File: config.mk
export PLATFORM = sky130hd
export DESIGN_NAME = ssram_arbiter
export DESIGN_NICKNAME = d
export VERILOG_FILES = /design/src/rtl/ssram_arbiter.sv
export SDC_FILE = /design/constraint.sdc
export NUM_CORES = 1
export LEC_CHECK = 0
export BUFFER_PORTS_ARGS = -buffer_cell sky130_fd_sc_hd__buf_2
export CAP_MARGIN = 20
export CORE_MARGIN = 10
export CORE_UTILIZATION = 41
export DETAILED_ROUTE_END_ITERATION = 6
export MAX_ROUTING_LAYER = met4
export PLACE_DENSITY = 0.81
export SETUP_SLACK_MARGIN = 0.3
export SLEW_MARGIN = 20
export SYNTH_ARGS = -nofsm -noshare
export SYNTH_HDL_FRONTEND = slang
export SYNTH_SLANG_ARGS = --single-unit
File: constraint.sdc
create_clock -name clock -period 2.4 [get_ports clock]
set_clock_uncertainty 0.15 [all_clocks]
set_input_delay 0.36 -clock clock [delete_from_list [all_inputs] [get_ports clock]]
set_output_delay 0.36 -clock clock [all_outputs]
set_load 0.02 [all_outputs]
File: src/rtl/ssram_arbiter.sv
// Round-robin arbiter sharing one SSRAM controller port between a read-only fetch port (A)
// and a read/write data port (B), with id-tagged read return and per-port in-flight throttling.
module ssram_arbiter #(
    parameter int unsigned BURST_LENGTH = 4,
    parameter int unsigned MAX_INFLIGHT = 8,
    localparam int unsigned CW = $clog2(MAX_INFLIGHT + 1)
) (
    input  logic          clock,
    input  logic          reset_n,

    input  logic [29:0]   a_address,
    input  logic          a_read,
    output logic          a_waitrequest,
    output logic [31:0]   a_readdata,
    output logic          a_readdatavalid,
    output logic [CW-1:0] a_inflight,

    input  logic [29:0]   b_address,
    input  logic          b_read,
    input  logic          b_write,
    input  logic [31:0]   b_writedata,
    input  logic [3:0]    b_writedatamask,
    output logic          b_waitrequest,
    output logic [31:0]   b_readdata,
    output logic          b_readdatavalid,
    output logic [CW-1:0] b_inflight,

    output logic [29:0]   mem_address,
    output logic          mem_read,
    output logic          mem_write,
    output logic [31:0]   mem_writedata,
    output logic [3:0]    mem_writedatamask,
    output logic [1:0]    mem_id,
    input  logic          mem_waitrequest,
    input  logic [31:0]   mem_readdata,
    input  logic [1:0]    mem_readdataid,

    output logic          err
);

    localparam logic [CW-1:0] BURST = CW'(BURST_LENGTH);
    // A read may start only if a full burst still fits under the ceiling.
    localparam logic [CW-1:0] LIMIT = CW'(MAX_INFLIGHT - BURST_LENGTH);

    localparam logic [1:0] ID_A = 2'd1;
    localparam logic [1:0] ID_B = 2'd2;
    localparam logic [1:0] ID_BAD = 2'd3;

    typedef enum logic [1:0] {
        StIdle,
        StLockA,
        StLockB
    } state_e;

    state_e state_q, state_d;

    logic          last_b_q, last_b_d;
    logic [CW-1:0] a_cnt_q, a_cnt_d;
    logic [CW-1:0] b_cnt_q, b_cnt_d;
    logic          err_q, err_d;
    logic [31:0]   a_rdata_q, b_rdata_q;
    logic          a_rvalid_q, b_rvalid_q;

    logic a_elig, b_elig;
    logic gnt_a, gnt_b;
    logic accept;
    logic a_ret, b_ret;
    logic a_inc, b_inc;

    function automatic logic [CW-1:0] next_count(input logic [CW-1:0] cnt,
                                                 input logic          inc,
                                                 input logic          ret);
        logic [CW-1:0] n;
        n = cnt;
        if (ret && cnt != '0) begin
            n = n - CW'(1);
        end
        if (inc) begin
            n = n + BURST;
        end
        return n;
    endfunction

    // ---------------------------------------------------------------- arbitration
    always_comb begin
        a_elig = a_read && (a_cnt_q <= LIMIT);
        b_elig = b_write || (b_read && (b_cnt_q <= LIMIT));
        gnt_a  = 1'b0;
        gnt_b  = 1'b0;
        unique case (state_q)
            StLockA: gnt_a = 1'b1;
            StLockB: gnt_b = 1'b1;
            default: begin
                gnt_a = a_elig && (!b_elig || last_b_q);
                gnt_b = b_elig && !gnt_a;
            end
        endcase
        accept = (gnt_a || gnt_b) && !mem_waitrequest;
        a_inc  = gnt_a && accept;
        b_inc  = gnt_b && b_read && accept;
        a_ret  = (mem_readdataid == ID_A);
        b_ret  = (mem_readdataid == ID_B);
    end

    // ---------------------------------------------------------------- state register
    always_ff @(posedge clock or negedge reset_n) begin
        if (!reset_n) begin
            state_q    <= StIdle;
            last_b_q   <= 1'b1;
            a_cnt_q    <= '0;
            b_cnt_q    <= '0;
            err_q      <= 1'b0;
            a_rdata_q  <= '0;
            b_rdata_q  <= '0;
            a_rvalid_q <= 1'b0;
            b_rvalid_q <= 1'b0;
        end else begin
            state_q    <= state_d;
            last_b_q   <= last_b_d;
            a_cnt_q    <= a_cnt_d;
            b_cnt_q    <= b_cnt_d;
            err_q      <= err_d;
            a_rvalid_q <= a_ret;
            b_rvalid_q <= b_ret;
            if (a_ret) begin
                a_rdata_q <= mem_readdata;
            end
            if (b_ret) begin
                b_rdata_q <= mem_readdata;
            end
        end
    end

    // ---------------------------------------------------------------- next state
    always_comb begin
        state_d  = state_q;
        last_b_d = last_b_q;
        unique case (state_q)
            StIdle: begin
                if (gnt_a && mem_waitrequest) begin
                    state_d = StLockA;
                end else if (gnt_b && mem_waitrequest) begin
                    state_d = StLockB;
                end
            end
            StLockA, StLockB: begin
                if (!mem_waitrequest) begin
                    state_d = StIdle;
                end
            end
            default: state_d = StIdle;
        endcase
        if (accept) begin
            last_b_d = gnt_b;
        end

        a_cnt_d = next_count(a_cnt_q, a_inc, a_ret);
        b_cnt_d = next_count(b_cnt_q, b_inc, b_ret);

        err_d = err_q;
        if ((a_ret && a_cnt_q == '0) || (b_ret && b_cnt_q == '0) ||
            (mem_readdataid == ID_BAD)) begin
            err_d = 1'b1;
        end
    end

    // ---------------------------------------------------------------- outputs
    // Request strobes are gated by reset_n so nothing reaches the controller while in reset,
    // even if a requester is still holding its request.
    always_comb begin
        mem_address       = '0;
        mem_read          = 1'b0;
        mem_write         = 1'b0;
        mem_writedata     = '0;
        mem_writedatamask = '0;
        mem_id            = 2'd0;
        if (gnt_a) begin
            mem_address = a_address;
            mem_read    = reset_n;
            mem_id      = reset_n ? ID_A : 2'd0;
        end else if (gnt_b) begin
            mem_address       = b_address;
            mem_read          = reset_n && b_read;
            mem_write         = reset_n && b_write;
            mem_writedata     = b_writedata;
            mem_writedatamask = b_writedatamask;
            mem_id            = (reset_n && b_read) ? ID_B : 2'd0;
        end
        a_waitrequest   = !(reset_n && gnt_a && accept);
        b_waitrequest   = !(reset_n && gnt_b && accept);
        a_readdata      = a_rdata_q;
        a_readdatavalid = a_rvalid_q;
        a_inflight      = a_cnt_q;
        b_readdata      = b_rdata_q;
        b_readdatavalid = b_rvalid_q;
        b_inflight      = b_cnt_q;
        err             = err_q;
    end

endmodule
==> metrics.yaml, run 1 <==
antenna_found_initial: 5
drtPass1Iterations: 5
fin_area_um2: 6940
layout_commonest_cell: "buf_2"
p_switching_mw: 4.74
grt_max_degree: 37
max-vdd-ir-drop_v: 0.000809
reg2regPathDepth: 11
cts.sinks: 78
cts_made_buffers: 9
most-common-layout-cells: "buf_2, nand2_1, dfrtp_1, buf_6, buf_4"
die_area_um2: 13700
die_x_um: 117
ant_nets: 0
period_share_pct: 116
slew_headroom_pct: 55.4
clk_latency_ps: 360
post_drt_wl_per_cell_um: 24.3
vias: 4676
syn_to_final_growth_pct: 79.5
crit_arrival_ps: 2270
grt_pass1_wl_um: 29900
die_h_um: 117
seq_power_share_pct: 16.0
yosysWarnings: 0
synth_area_um2: 3870
avgSynthCellArea_um2: 8.63
synth_fp_nets: 591
drtIter0Drc: 403
hold_class: "in -> reg"
track_usage_pct: 30.3
rsz0062_at_grt: "yes"
timing.fmax_mhz: 360
vias_per_cell: 5.28
root_buffer: "clkbuf_8"
place_area_um2: 5940
worst-path-max-fanout: 16
rows: 35
p_leak_nw: 3.86
hold_depth: 3
grt.overflow.total: 0
failed_checks: "setup timing"
core_um2: 9200
critPathKind: "reg -> out"
grt_pass1_vias: 4896
pwr-share-comb_pct: 74.4
tns_ps: -23390
path_clk_slew_ps: 100
total_power_mw: 10.9
num_io_pins: 283
synth-seq-area-share_pct: 50.5
syn_inst: 448
post-route-drc-count: 0
num-nets-final: 907
start_util_pct: 42.0
cp-start-kind: "register"
setup_viol: 72
ys_types: 37
fin_crit_ps: 2780
cp-end-kind: "output port"
drive_gt1_share_pct: 57.5
worst_pin_slew_ps: 667
drv_slew: 0
drt_wl_total_um: 21500
io_buffer_count: 282
setup_slack_ps: -381
yosys_register_bits: 78
cts-htree-levels: 3
power.internal_mw: 6.11
status: "finished with violations"
place.gp.congestion: 0.991
clk_path_buf_depth: 2
pre_cts_slack_ps: -44.0
sw_frac_of_total_pct: 43.7
hold_viol: 0
worst_ep_required_time_ps: 1890
cts_tree: "yes"
power.density_nw_per_um2: 1560
max_cap_viol_count: 0
power.clock.fraction_pct: 9.6
dpl.hpwl_um: 16000
==> kinds of logic (layout without fill, tap and decap cells) <==
| kind of cell | after synthesis | count (layout) | synth area share, % |
|---|---|---|---|
| mux | 3 | 3 | 0.777 |
| other cells | 0 | 6 | 0 |
| flops | 78 | 78 | 50.5 |
| buf+inv | 37 | 358 | 4.50 |
| compound gates | 51 | 51 | 11.0 |
| xor+xnor | 6 | 6 | 1.36 |
| simple gates | 266 | 266 | 29.6 |
| fa+ha+maj | 7 | 7 | 2.27 |
==> layer usage <==
| layer | wire length [um] | global-route usage (%) | part of all wire, % |
|---|---|---|---|
| met4 | 1600 | 17.3 | 7.4 |
| met1 | 7200 | 30.6 | 33 |
| met2 | 10500 | 50.0 | 49 |
| met3 | 2210 | 10.8 | 10 |
| met5 | 0 | - | 0 |
==> sequential cells by signal, indices dropped and copies added (netlist names) <==
signal,cells
a_inflight,4
a_readdata,32
a_readdatavalid,1
b_inflight,4
b_readdata,32
b_readdatavalid,1
err,1
last_b_q,1
state_q,2
==> cell type report <==
| type | count | area [um^2] |
|---|---|---|
| Timing Repair Buffer | 329 | 2350 |
| Fill cell | 629 | 2260 |
| Inverter | 13 | 48.8 |
| Sequential cell | 78 | 1960 |
| Clock inverter | 6 | 71.3 |
| Tap cell | 111 | 139 |
| Multi-Input combinational cell | 333 | 2230 |
| Antenna cell | 6 | 15.0 |
| Clock buffer | 10 | 128 |
==> per-stage QoR <==
step                      hold slack (ps)  utilization, %  std cells
after floorplan                     -85.6               -        448
after global placement               72.1            64.6        846
after detailed placement             73.7            64.6        846
after CTS                            44.5            74.3        875
after global routing                 47.0            75.4        885
final                                46.9            75.5        886
==> timing repair <==
item	CTS	global route
setup endpoints to repair	74	79
cloned	4	0
hold endpoints to repair	20	0
pin swaps	13	7
hold buffers	2	0
gates resized for setup	161	12
setup buffers	7	5
==> Yosys cell counts <==
cell type	count	share of area (%)
nor2_1	9	0.87
or4_1	2	0.39
buf_2	7	0.91
o21bai_1	1	0.19
nor3b_1	2	0.39
nor2b_1	1	0.16
mux2i_1	3	0.78
a22o_1	31	7.0
nand2_1	201	20
ha_1	7	2.3
a31oi_4	1	0.55
and4bb_1	1	0.32
o22ai_1	1	0.16
dfstp_2	1	0.68
inv_1	10	0.97
o22ai_2	1	0.32
and2_1	36	5.8
xor2_1	1	0.23
a31o_1	1	0.23
dfrtp_1	77	50
o31ai_1	2	0.39
nor3_1	5	0.65
inv_2	3	0.29
and4_1	1	0.23
buf_6	2	0.58
a21o_2	1	0.23
nand3_1	2	0.26
a21oi_1	7	0.91
o21ai_1	2	0.26
xnor2_1	5	1.1
a211oi_1	1	0.19
clkbuf_1	12	1.2
buf_4	3	0.58
a221oi_2	1	0.39
o21ai_0	1	0.13
nand2b_1	5	0.81
and2b_1	1	0.19
==> power by group through the flow <==
stage          combinational [mW]  clock (mW)  sequential [mW]
2_1_floorplan                3.72           0             1.99
6_report                     8.08        1.04             1.74
4_1_cts                      7.79        1.04             1.72
3_5_place_dp                 5.86           0             1.74
5_1_grt                      8.40        1.10             1.76
3_3_place_gp                 5.79           0             1.72
==> final timing paths <==
check,startpoint,to,slack [ps]
max,a_inflight[1],mem_address[29],-380
min,mem_readdata[12],a_readdata[12],50
max reg2reg,a_inflight[1],state_q[1],70
min reg2reg,b_readdata[20],b_readdata[20],330
max in group asynchronous,reset_n,a_inflight[0],1110
min in group asynchronous,reset_n,b_inflight[3],400
==> critical path: stages (launching register included) <==
cell and delay [ps]:
dfrtp_2 420, inv_2 80, ha_4 120, and2b_2 230, buf_4 150, nor3_4 180, o21ai_2 130, nand2_4 120
buf_12 180, a22o_1 160, buf_6 120
Note: power is estimated with default switching activity, not from simulation.
==> run 2, diff against run 1 <==
--- a/config.mk
+++ b/config.mk
@@ -12,6 +12,7 @@
 export DETAILED_ROUTE_END_ITERATION = 6
 export MAX_ROUTING_LAYER = met4
 export PLACE_DENSITY = 0.81
+export RECOVER_POWER = 100
 export SETUP_SLACK_MARGIN = 0.3
 export SLEW_MARGIN = 20
 export SYNTH_ARGS = -nofsm -noshare
==> run 2 against run 1 <==
The flow still finishes with violations (setup timing). Count of clock-buffer cells in the layout unchanged. Critical path type unchanged. Combinational power down 0.9%. Via count about the same. Register-to-register slack about the same.
==> metrics.yaml, run 2 (same netlist as run 1, synthesis figures left out) <==
p_switching_mw: 4.74  # about the same
setup_slack_ps: -379  # +2.15 ps
io_buffer_count: 282  # unchanged
most-common-layout-cells: "nand2_1, buf_2, clkbuf_1, dfrtp_1, buf_6"
layout_commonest_cell: "nand2_1"
hold_class: "in -> reg"
critPathKind: "reg -> out"
num-nets-final: 907  # unchanged
dpl.hpwl_um: 16000  # unchanged
num_io_pins: 283  # unchanged
drtIter0Drc: 317  # -21%
cp-start-kind: "register"
ant_nets: 0  # unchanged
grt_pass1_vias: 4896  # unchanged
cp-end-kind: "output port"
failed_checks: "setup timing"
start_util_pct: 42.0  # unchanged
track_usage_pct: 30.3  # unchanged
ff2ff_setup_slack_ps: 70  # about the same
cts_tree: "yes"
max-vdd-ir-drop_v: 0.000808  # about the same
cts-htree-levels: 3  # unchanged
grt_max_degree: 37  # unchanged
critPathLaunch: "a_inflight[1]"
fin_hold_ws_ps: 47.3  # +0.444 ps
multi_input_area_um2: 2230  # unchanged
drv_slew: 0  # unchanged
period_share_pct: 116  # about the same
seq_power_share_pct: 16.2  # +0.2 points
p_leak_nw: 3.62  # -6.4%
clk_path_buf_depth: 2  # unchanged
num-fill-cells: 678  # +7.8%
vias: 4680  # +0.086%
crit_arrival_ps: 2270  # about the same
place_area_um2: 5940  # unchanged
fin_area_um2: 6830  # -1.6%
cts.sinks: 78  # unchanged
path_clk_slew_ps: 100  # about the same
worst-path-max-fanout: 16  # unchanged
tns_ps: -23300  # +91.1 ps
max_cap_viol_count: 0  # unchanged
die_x_um: 117  # unchanged
hold_viol: 0  # unchanged
drtPass1Iterations: 5  # unchanged
grt.overflow.total: 0  # unchanged
vias_per_cell: 5.29  # +0.20%
seq_area_um2: 1960  # unchanged
power.density_nw_per_um2: 1580  # +1.1%
rsz0062_at_grt: "yes"
root_buffer: "clkbuf_8"
status: "finished with violations"
pre_cts_slack_ps: -44.0  # unchanged
core_um2: 9200  # unchanged
dp_cells: 846  # unchanged
final_cells: 885  # -0.11%
rows: 35  # unchanged
post-route-drc-count: 0  # unchanged
reg2regPathDepth: 11  # unchanged
clk_latency_ps: 360  # about the same
timing.rr.end: "state_q[1]"
power.clock.fraction_pct: 9.6  # about the same
max_stage_delay_ps: 420  # about the same
setup_viol: 72  # unchanged
die_area_um2: 13700  # unchanged
timing.fmax_mhz: 360  # about the same
grt_pass1_wl_um: 29900  # unchanged
sw_frac_of_total_pct: 43.9  # +0.25 points
pwr-share-comb_pct: 74.2  # -0.2 points
drt_wl_total_um: 21500  # -0.22%
worst_ep_required_time_ps: 1890  # about the same
drive_gt1_share_pct: 47.1  # -10 points
r2r_start: "a_inflight[1]"
slew_headroom_pct: 19.5  # -36 points
power.internal_mw: 6.05  # -1.0%
cts_made_buffers: 9  # unchanged
place.gp.congestion: 0.991  # unchanged
fin_crit_ps: 2780  # -2.15 ps
final_util_pct: 74.2  # -1.2 points
crit_end: "mem_address[29]"
cp_cell_sequence: "inv_2, ha_4, and2b_2, buf_4, nor3_4, o21ai_2, nand2_4, buf_12, a22o_1, buf_6"
worst_pin_slew_ps: 1210  # +540 ps
post_drt_wl_per_cell_um: 24.3  # -0.11%
total_power_mw: 10.8  # -0.58%
antenna_found_initial: 4  # -1
die_h_um: 117  # unchanged
syn_to_final_growth_pct: 76.6
crit_slowest_cell: "dfrtp_2"
run 2: cell count changes in the layout (fill, tap and decap cells not counted):
cell      previous run  this run
buf_2              212       136
buf_4               37        32
clkbuf_1             1        79
clkbuf_2             0         3
diode_2              6         5
inv_1                6         8
inv_2                7         5
run 2: layout make-up:
type | count | area share [%]
well taps | 111 | 2.03
multi-input cells | 333 | 32.7
repair buffers | 329 | 32.7
diodes | 5 | 0.183
inverters | 13 | 0.715
clock inverters | 6 | 1.04
clock buffers | 10 | 1.87
flip-flops and latches | 78 | 28.7
run 2: repair_timing:
action	CTS	global route
resized for setup	161	12
endpoints found under the hold margin	20	0
setup buffers	7	5
setup endpoints to repair	74	79
pin swaps	13	7
gates cloned	4	0
hold buffers	2	0
run 2: power groups by stage:
stage	Sequential [mW]	Combinational (mW)	Clock (mW)
2_1_floorplan	1.99	3.72	0
3_3_place_gp	1.72	5.79	0
3_5_place_dp	1.74	5.86	0
4_1_cts	1.72	7.79	1.04
5_1_grt	1.77	8.33	1.10
6_report	1.74	8.01	1.04
run 2: per-layer routing:
metal / track usage [%] / vias to the layer above / wire (um)
li1: - / 2090 / -
met4: 17.3 / 0 / 1520
met3: 10.8 / 74 / 2250
met1: 30.6 / 2222 / 7170
met2: 50.0 / 294 / 10500
met5: - / - / 0
run 2: worst min-delay path by stage:
stage / to / startpoint / depth (start not counted)
floorplan: a_inflight[0] / reset_n / 0
global placement: b_readdata[22] / reset_n / 1
detailed placement: a_readdata[24] / reset_n / 1
CTS: b_readdata[7] / mem_readdata[7] / 3
global route: a_readdata[7] / mem_readdata[7] / 3
finish: a_readdata[16] / mem_readdata[16] / 3
run 2: critical path, delay by kind of cell, from the launching register on:
| kind | cells | cell delay [ps] |
|---|---|---|
| compound gates | 2 | 290 |
| simple gates | 3 | 540 |
| flops | 1 | 420 |
| buf+inv | 4 | 530 |
| fa+ha+maj | 1 | 120 |
==> run 3, diff against run 2 <==
--- a/config.mk
+++ b/config.mk
@@ -8,10 +8,10 @@
 export BUFFER_PORTS_ARGS = -buffer_cell sky130_fd_sc_hd__buf_2
 export CAP_MARGIN = 20
 export CORE_MARGIN = 10
-export CORE_UTILIZATION = 41
+export CORE_UTILIZATION = 44
 export DETAILED_ROUTE_END_ITERATION = 6
 export MAX_ROUTING_LAYER = met4
-export PLACE_DENSITY = 0.81
+export PLACE_DENSITY = 0.86
 export RECOVER_POWER = 100
 export SETUP_SLACK_MARGIN = 0.3
 export SLEW_MARGIN = 20
==> constraint.sdc (replaced) <==
create_clock -name clock -period 3.53 [get_ports clock]
set_clock_uncertainty 0.15 [all_clocks]
set_input_delay 0.5295 -clock clock [delete_from_list [all_inputs] [get_ports clock]]
set_output_delay 0.5295 -clock clock [all_outputs]
set_load 0.02 [all_outputs]
==> run 3 against run 2 <==
The flow finishes with violations (capacitance limit, slew limit). Via count decreased by 6.1%. Sequential share of layout area increased by 6.7 points. Register-to-register slack improved by 1100 ps. Total power decreased by 52%. Core utilization decreased by 10 points. Count of clock-buffer cells in the layout increased by 1. Cell area decreased by 19%. Largest cell class is now flip-flops and latches. Highest routed layer unchanged.
==> metrics.yaml, run 3 (same netlist as run 1, synthesis figures left out) <==
antenna_found_initial: 0  # -4
worst_ep_required_time_ps: 2850  # +960 ps
grt.overflow.total: 0  # unchanged
num-nets-final: 873  # -3.7%
post_drt_wl_per_cell_um: 20.4  # -16%
fin_crit_ps: 3230
hold_viol: 0  # unchanged
drtIter0Drc: 433  # +37%
drv_slew: 145  # +145
cp-start-kind: "register"
slew_headroom_pct: -21.6  # -41 points
p_leak_nw: 2.97  # -18%
power.density_nw_per_um2: 932  # -41%
num-fill-cells: 785  # +16%
cts-htree-levels: 3  # unchanged
dpl.hpwl_um: 13300  # -17%
tns_ps: 0  # +23300 ps
cts_tree: "yes"
die_h_um: 114  # -2.9%
start_util_pct: 44.8  # +2.7 points
clk_path_buf_depth: 2  # unchanged
io_buffer_count: 282  # unchanged
path_clk_slew_ps: 80  # -20 ps
grt_max_degree: 77  # +110%
hold_class: "in -> reg"
period_share_pct: 91.5
fin_hold_ws_ps: 231  # +184 ps
drt_wl_total_um: 17200  # -20%
core_um2: 8640  # -6.1%
die_area_um2: 12900  # -5.7%
grt_pass1_vias: 4249  # -13%
drtPass1Iterations: 5  # unchanged
timing.fmax_mhz: 309
drive_gt1_share_pct: 26.7  # -20 points
num_io_pins: 283  # unchanged
cts_made_buffers: 9  # unchanged
max_cap_viol_count: 3  # +3
post-route-drc-count: 0  # unchanged
root_buffer: "clkbuf_8"
cp-end-kind: "output port"
die_x_um: 114  # -2.9%
status: "finished with violations"
syn_to_final_growth_pct: 42.7
rows: 34  # -2.9%
most-common-layout-cells: "nand2_1, buf_2, clkbuf_1, dfrtp_1, and2_1"
critPathKind: "reg -> out"
vias: 4395  # -6.1%
place.gp.congestion: 0.898  # -9.4%
crit_arrival_ps: 2550  # +280 ps
vias_per_cell: 5.21  # -1.4%
setup_viol: 0  # -100%
failed_checks: "capacitance limit, slew limit"
ant_nets: 0  # unchanged
track_usage_pct: 25.0  # -5.2 points
worst-path-max-fanout: 7  # -9
max-vdd-ir-drop_v: 0.000396  # -51%
grt_pass1_wl_um: 24900  # -17%
worst_pin_slew_ps: 1820  # +617 ps
rsz0062_at_grt: "no"
clk_latency_ps: 350  # about the same
cts.sinks: 78  # unchanged
layout_commonest_cell: "nand2_1"
[run 3: per-layer routing]
metal | share of wire [%] | vias to the layer above | track usage [%] | wire length (um)
met5 | 0 | - | - | 0
met4 | 2.2 | 0 | 8.04 | 387
met3 | 8.1 | 25 | 6.35 | 1390
met2 | 50 | 232 | 40.8 | 8600
met1 | 40 | 2137 | 29.6 | 6830
li1 | - | 2001 | - | -
[run 3: path summary, 6_finish.rpt]
kind | from | to | slack [ps] | cells after the start
setup / recovery | state_q[1] | a_waitrequest | 300 | 8
hold / removal | mem_readdata[31] | b_readdata[31] | 230 | 3
setup reg to reg | state_q[1] | a_inflight[2] | 1150 | 7
hold reg to reg | a_readdata[19] | a_readdata[19] | 330 | 2
max in group asynchronous | reset_n | b_readdata[3] | 660 | 3
min in group asynchronous | reset_n | a_inflight[2] | 480 | 2
[run 3: through the flow]
stage          power [mW]  worst slack [ps]  area, um^2  cells  util, %
3_3_place_gp         4.16               644        5360    822     62.0
5_1_grt              5.39               148        5510    842     63.9
3_5_place_dp         4.25               533        5360    822     62.0
6_report             5.14               299        5520    843     63.9
2_1_floorplan        3.22               860        3870    448        -
4_1_cts              4.93               312        5560    838     64.4
[run 3: layout make-up]
class / count / area (um^2) / area share, %
antenna: 1 / 2.50 / 0.0454
clock buffer: 11 / 141 / 2.56
clock inverter: 4 / 47.5 / 0.862
inverter: 13 / 48.8 / 0.885
multi-input combinational: 333 / 1760 / 32.0
sequential: 78 / 1950 / 35.4
tap: 108 / 135 / 2.45
timing repair buffer: 295 / 1430 / 25.8
[run 3: worst max-delay path, cell delays in order (launching register included)]
cell and delay, ps:
dfrtp_1 410, inv_1 80, ha_1 400, nand2_1 170, nand2b_1 70, o21ai_0 620
nor2_1 180, nand2_1 110, buf_2 160
[run 3: power by group]
group | internal [mW] | switching (mW) | total (mW)
clock | 0.340 | 0.321 | 0.661
combinational | 1.19 | 2.11 | 3.30
sequential | 1.05 | 0.126 | 1.18
[run 3: what timing repair did]
| item | in CTS | in global routing |
|---|---|---|
| endpoints found under the hold margin | 2 | 0 |
| cloned | 0 | 3 |
| pin swaps | 0 | 1 |
| hold buffers | 1 | 0 |
| resized for setup | 2 | 10 |
| endpoints found under the setup margin | 66 | 68 |
| buffers inserted | 0 | 1 |
